===== src/rtl/movegen_piece_iter.sv =====
// movegen_piece_iter
//   Snoops the serial position load bus and keeps one piece list per colour
//   (DEPTH entries each, load order). On start it streams the side-to-move's
//   list as {piece, rank, file} beats over valid/ready with sop/eop framing.
//   With ORDERED=1 the stream is grouped by piece code 1..6, and load order is
//   kept within each group.
// Ports
//   clk, rst_n            clock, asynchronous active-low reset
//   in_pos_*              position load bus (valid/ready, 4-bit data, sop/eop)
//   in_wtp, start         colour select (sampled at start), iterate request
//   out_*                 beat stream {piece[2:0], rank[2:0], file[2:0]}
//   iter_done             one-cycle pulse once an iteration is finished
//   count_w/count_b       entries stored per colour
//   overflow, pos_err     sticky flags, cleared by the next sop beat
module movegen_piece_iter #(
    parameter int  DEPTH   = 16,
    parameter int  ORDERED = 0,
    localparam int CW      = $clog2(DEPTH + 1)
) (
    input  logic          clk,
    input  logic          rst_n,
    input  logic          in_pos_valid,
    input  logic [3:0]    in_pos_data,
    input  logic          in_pos_sop,
    input  logic          in_pos_eop,
    output logic          in_pos_ready,
    input  logic          in_wtp,
    input  logic          start,
    output logic          out_valid,
    input  logic          out_ready,
    output logic [8:0]    out_data,
    output logic          out_sop,
    output logic          out_eop,
    output logic          iter_done,
    output logic [CW-1:0] count_w,
    output logic [CW-1:0] count_b,
    output logic          overflow,
    output logic          pos_err
);
    localparam int IW = $clog2(DEPTH);
    localparam logic [CW-1:0] DEPTH_C = CW'(DEPTH);

    typedef enum logic [1:0] {S_IDLE, S_LOAD, S_READY, S_ITER} state_t;

    state_t state, state_nx;

    logic [8:0] list_w [DEPTH];
    logic [8:0] list_b [DEPTH];
    logic [5:0] sq_cnt;

    // ---------------- load side ----------------
    logic          beat_acc, sop_acc, load_beat, bad_beat;
    logic          load_end_ok, load_end_bad;
    logic [5:0]    sq;
    logic [2:0]    pc;
    logic          white;
    logic [CW-1:0] base_w, base_b;
    logic          add_w, add_b, drop;

    assign in_pos_ready = (state != S_ITER);
    assign beat_acc     = in_pos_valid && in_pos_ready;
    assign sop_acc      = beat_acc && in_pos_sop;
    assign load_beat    = sop_acc || (beat_acc && state == S_LOAD);
    // A stray beat outside a load is dropped but flagged.
    assign bad_beat     = beat_acc && !in_pos_sop && (state == S_IDLE || state == S_READY);
    assign sq           = in_pos_sop ? 6'd0 : sq_cnt;
    assign pc           = in_pos_data[2:0];
    assign white        = in_pos_data[3];

    // A sop beat restarts the lists, so its own append sees empty counts.
    assign base_w = sop_acc ? '0 : count_w;
    assign base_b = sop_acc ? '0 : count_b;
    assign add_w  = load_beat && pc != 3'd0 && white  && base_w != DEPTH_C;
    assign add_b  = load_beat && pc != 3'd0 && !white && base_b != DEPTH_C;
    assign drop   = load_beat && pc != 3'd0 &&
                    ((white && base_w == DEPTH_C) || (!white && base_b == DEPTH_C));

    // Square 63 must carry eop; anything else ends the load as malformed.
    assign load_end_ok  = load_beat && in_pos_eop && sq == 6'd63;
    assign load_end_bad = load_beat && (in_pos_eop != (sq == 6'd63));

    // ---------------- iterate side ----------------
    logic          sel_w;
    logic [IW-1:0] scan_idx;
    logic [2:0]    scan_type;
    logic          scan_end;
    logic          la_valid;
    logic [8:0]    la_data;
    logic          first;

    logic [8:0]    entry;
    logic [CW-1:0] cnt_sel;
    logic          scanning, m, out_free, la_to_out, la_free, scan_adv, last_idx;
    logic          start_go, done_cond;

    assign start_go  = start && state == S_READY && !sop_acc;
    assign entry     = sel_w ? list_w[scan_idx] : list_b[scan_idx];
    assign cnt_sel   = sel_w ? count_w : count_b;
    assign scanning  = state == S_ITER && !scan_end;
    assign m         = scanning && (ORDERED == 0 || entry[8:6] == scan_type);
    assign out_free  = !out_valid || out_ready;
    // The lookahead entry may only move out once its eop status is known:
    // either the scanner has another match in hand, or it has run dry.
    assign la_to_out = state == S_ITER && la_valid && (m || scan_end) && out_free;
    assign la_free   = !la_valid || la_to_out;
    assign scan_adv  = scanning && (!m || la_free);
    assign last_idx  = (CW'(scan_idx) + CW'(1)) == cnt_sel;
    // Finished: eop just transferred, or nothing was ever found.
    assign done_cond = state == S_ITER &&
                       ((out_valid && out_ready && out_eop) ||
                        (!out_valid && !la_valid && scan_end));

    // ---------------- FSM ----------------
    always_ff @(posedge clk or negedge rst_n) begin
        if (!rst_n) state <= S_IDLE;
        else        state <= state_nx;
    end

    always_comb begin
        state_nx = state;
        if (load_end_ok)       state_nx = S_READY;
        else if (load_end_bad) state_nx = S_IDLE;
        else if (sop_acc)      state_nx = S_LOAD;
        else if (start_go)     state_nx = S_ITER;
        else if (done_cond)    state_nx = S_READY;
    end

    // ---------------- load registers ----------------
    always_ff @(posedge clk or negedge rst_n) begin
        if (!rst_n) begin
            count_w  <= '0;
            count_b  <= '0;
            sq_cnt   <= '0;
            overflow <= 1'b0;
            pos_err  <= 1'b0;
        end else begin
            if (load_beat) begin
                count_w  <= base_w + CW'(add_w);
                count_b  <= base_b + CW'(add_b);
                sq_cnt   <= sq + 6'd1;
                overflow <= (overflow && !sop_acc) || drop;
            end
            if (sop_acc)                        pos_err <= load_end_bad;
            else if (load_end_bad || bad_beat)  pos_err <= 1'b1;
        end
    end

    // List storage needs no reset: counts gate every read.
    always_ff @(posedge clk) begin
        if (add_w) list_w[base_w[IW-1:0]] <= {pc, sq};
        if (add_b) list_b[base_b[IW-1:0]] <= {pc, sq};
    end

    // ---------------- scanner / lookahead / output ----------------
    always_ff @(posedge clk or negedge rst_n) begin
        if (!rst_n) begin
            sel_w     <= 1'b0;
            scan_idx  <= '0;
            scan_type <= 3'd1;
            scan_end  <= 1'b0;
            la_valid  <= 1'b0;
            la_data   <= '0;
            first     <= 1'b0;
            out_valid <= 1'b0;
            out_data  <= '0;
            out_sop   <= 1'b0;
            out_eop   <= 1'b0;
            iter_done <= 1'b0;
        end else begin
            iter_done <= 1'b0;
            if (start_go) begin
                sel_w     <= in_wtp;
                scan_idx  <= '0;
                scan_type <= 3'd1;
                scan_end  <= in_wtp ? (count_w == '0) : (count_b == '0);
                la_valid  <= 1'b0;
                first     <= 1'b1;
                out_valid <= 1'b0;
            end else if (state == S_ITER) begin
                if (scan_adv) begin
                    if (last_idx) begin
                        scan_idx <= '0;
                        if (ORDERED == 0 || scan_type == 3'd6) scan_end  <= 1'b1;
                        else                                   scan_type <= scan_type + 3'd1;
                    end else begin
                        scan_idx <= scan_idx + IW'(1);
                    end
                end
                if (m && la_free) begin
                    la_valid <= 1'b1;
                    la_data  <= entry;
                end else if (la_to_out) begin
                    la_valid <= 1'b0;
                end
                if (la_to_out) begin
                    out_valid <= 1'b1;
                    out_data  <= la_data;
                    out_sop   <= first;
                    out_eop   <= scan_end;
                    first     <= 1'b0;
                end else if (out_valid && out_ready) begin
                    out_valid <= 1'b0;
                end
                if (done_cond) iter_done <= 1'b1;
            end else begin
                out_valid <= 1'b0;
                la_valid  <= 1'b0;
            end
        end
    end

endmodule


===== config.mk =====
export PLATFORM = sky130hd
export DESIGN_NAME = movegen_piece_iter
export DESIGN_NICKNAME = d
export VERILOG_FILES = /design/src/rtl/movegen_piece_iter.sv
export SDC_FILE = /design/constraint.sdc
export NUM_CORES = 1
export LEC_CHECK = 0
export CAP_MARGIN = 15
export CORE_ASPECT_RATIO = 0.5
export CORE_MARGIN = 2
export CORE_UTILIZATION = 30
export DETAILED_ROUTE_END_ITERATION = 8
export GPL_ROUTABILITY_DRIVEN = 0
export GPL_TIMING_DRIVEN = 0
export SYNTH_ARGS = -nofsm -noshare
export SYNTH_HDL_FRONTEND = slang
export SYNTH_SLANG_ARGS = --single-unit
export TNS_END_PERCENT = 10

===== constraint.sdc =====
create_clock -name clk -period 3.9 [get_ports clk]
set_input_delay 0.78 -clock clk [delete_from_list [all_inputs] [get_ports clk]]
set_output_delay 0.78 -clock clk [all_outputs]
set_load 0.02 [all_outputs]

==> impl_results.md <==
* Status: finished clean
* Final hold vios at 0
* Final setup vio count at 0
* Tmin final at between 3 and 4 ns
* First-pass detailed-route iteration total at 5
* Overflow after GRT at 0
* Syn Area/Cell at about 17 sq um
* Path depth of the worst reg2reg path at 6
* Initial Util at approximately 30%
* CP max FO at 21
* Wire per inst at between 20 and 25 microns
* DP Wirelength at roughly 23 mm
* Drc violations at 0
* Worst setup path endpoint: list_b[4][5]
* Critical Path RT at 4.06 ns
* R2R Path Start: state[0]
* Clock buffer depth at 3
* Placed inst area at about 0.015 sq mm
* Reg2Reg Setup Slack at 0.80 ns
* Critical path launch point: in_pos_data[0]
* Area added between synthesis and finish at 17.1%
* Clk Latency, worst-skew pair at roughly 0.56 ns
* Crit end category: register
* Main synth FF type: edfxtp_1
* Max Cap Viol at 0
* First-pass GRT wire length at 49.6 mm
* Fin crit share at a little over nine tenths
* Leak Pwr at between 0.005 and 0.006 uW
* Place WS at -0.832 ns
* Chip height at around 160 microns
* Peak supply drop at ~0.36 mV
* Critical path type: input port to register
* Post-synth EDFFs at ~290
* Final Core Density at between 30% and 40%
* Fmax at ~0.27 GHz
* Vias in the first global route at approximately 7500
* Via/cell ratio at between 5 and 6
* Worst hold path class: input port to asynchronous set/reset pin
* Synth Net Count at roughly 810
* # hold bufs at CTS at 0
* Total die area at 0.0479 sq mm
* Slew headroom at between 20% and 30%
* Setup bufs post-CTS at 0
* Cell Area, Synth at about 0.014 sq mm
* Post-cts resize count at 3
* Final Total Pwr at about 7400 uW
* Fill count at between 4000 and 5000
* Pwr dens at roughly 460 mW/mm^2
* Final WL at 32.9 mm
* Reg clk slew, reported paths at 0.06 ns
* Ys async rst share at between 10 and 15%
* Clock Skew at 0.0132 ns
* H-tree levels at 1
* Fin nets at approximately 900
* Synthesized flop and latch total at around 340
* Clk root buf: clkbuf_16
* Number of cell rows at 55
* Clock buffer count from CTS at 31
* Sequential area share after synthesis at between 70% and 80%
* Post-synthesis cell type count at 52
* Post-route ant nets at 0
* Critical path arrival at 3.91 ns
* Layout cells sized above 1 at 18.2%
* CTS tree: done
* RSZ-0062 raised after global routing: no
* Max Slew Vio Count at 0
* Initial antenna violation count at 0
* Worst slew pin tran at 1.18 ns
* Startpoint Class: input port
* Vias post-DR at 7534
* DR iter-0 viols at around 1000
* Die Width at 308 microns
* Setup slack after layout at roughly 0.16 ns
* Core area at 0.0453 sq mm
* Diode count at 0
* Commonest non-fill, non-tap cell in the layout: edfxtp_1
* Final Cell Area at approximately 0.016 sq mm
* Pin count of the biggest net entering global routing at 36
* Crit Reg-Reg Endpoint: list_b[4][5]
* Syn Inst Count at between 700 and 800
* PortBufs at 37
* Ys Warns at 0
* Tot GR Track Use at 13.9%
* # clock sinks at between 300 and 400
* Most frequent cells in the layout: edfxtp_1, mux2i_1, mux4_2, dfrtp_1, nand2_1
* Total I/O pin count at 38
-- per-stage QoR --
| step | setup TNS, ns | instances | hold slack, ns |
|---|---|---|---|
| 5_1_grt | 0 | 1501 | 0.188 |
| 3_3_place_gp | -235.63 | 1430 | 0.459 |
| 6_report | 0 | 1501 | 0.168 |
| 2_1_floorplan | 0 | 795 | 0.446 |
| 3_5_place_dp | -167.74 | 1444 | 0.485 |
| 4_1_cts | 0 | 1499 | 0.159 |
-- cell type report --
class	instances	area [sq um]	area share, %
plain buffers	44	289	1.79
well taps	598	748	4.62
multi-input cells	407	3690	22.8
flip-flops and latches	338	9900	61.1
clock buffers	46	862	5.32
clock inverters	9	90.1	0.556
inverters	6	22.5	0.139
repair buffers	53	584	3.61
-- worst max-delay path, cell delays in order --
cell and delay, ns:
clkdlybuf4s50_1 0.92, buf_16 0.23, nor3_1 0.12, a21oi_1 0.26, nand4b_1 0.22, or3_1 0.42
nor2_1 0.91
-- routing by layer --
metal | part of all wire, % | vias up | GRT usage (%) | wire length, microns
li1 | - | 3329 | - | -
met1 | 44 | 3836 | 19.8 | 14500
met5 | 0 | - | 0 | 0
met3 | 7.3 | 56 | 1.94 | 2390
met2 | 47 | 313 | 22.4 | 15400
met4 | 2.1 | 0 | 3.21 | 705
-- registers in the layout, summed over array words and instances (netlist names), 2 cells and up --
name      count
count_b       5
out_data      9
state         2
la_data       9
list_b      144
scan_idx      4
count_w       5
sq_cnt        6
list_w      144
-- power by group --
part           switching (uW)  total, uW  leakage [uW]  internal (uW)
sequential               54.5       4090       0.00327           4030
combinational             284        423       0.00178            139
clock                    1250       2890      0.000464           1650
-- logic make-up (layout without fill, tap and decap cells) --
group,Yosys count,count (layout),synth area share [%]
flops,338,338,71.6
simple gates,174,174,6.26
mux,125,125,14.2
compound gates,88,88,4.30
buf+inv,50,158,2.25
xor+xnor,14,14,0.887
fa+ha+maj,6,6,0.543
-- cell usage after synthesis, drive strengths merged, types with 2 or more instances --
library cell	count	area, sq um
xor2	7	61.3
nand4	4	25.0
nand2b	7	43.8
xnor2	7	61.3
mux4	54	1230
inv	6	22.5
nor2b	25	156
nor4	5	31.3
a21oi	11	55.1
nand3	10	55.1
o21a	2	15.0
a31oi	3	18.8
o21ai	15	75.1
nand3b	2	15.0
a211o	10	87.6
nand2	38	143
or3	6	37.5
mux2	12	135
nor3	35	175
dfrtp	50	1250
a211oi	19	148
o22ai	20	125
nor2	35	131
clkbuf	17	68.8
mux2i	59	591
buf	27	220
edfxtp	288	8650
ha	6	75.1
nor3b	3	22.5
-- how the worst min path moves through the flow --
stage                to  slack (ns)  cells after the start
3_5_place_dp      first        0.48                      1
3_3_place_gp      first        0.46                      1
2_1_floorplan     first        0.45                      1
4_1_cts        la_valid        0.16                      1
5_1_grt         pos_err        0.19                      1
6_report       state[0]        0.17                      1
No activity file was read; power rests on OpenSTA's default activity.
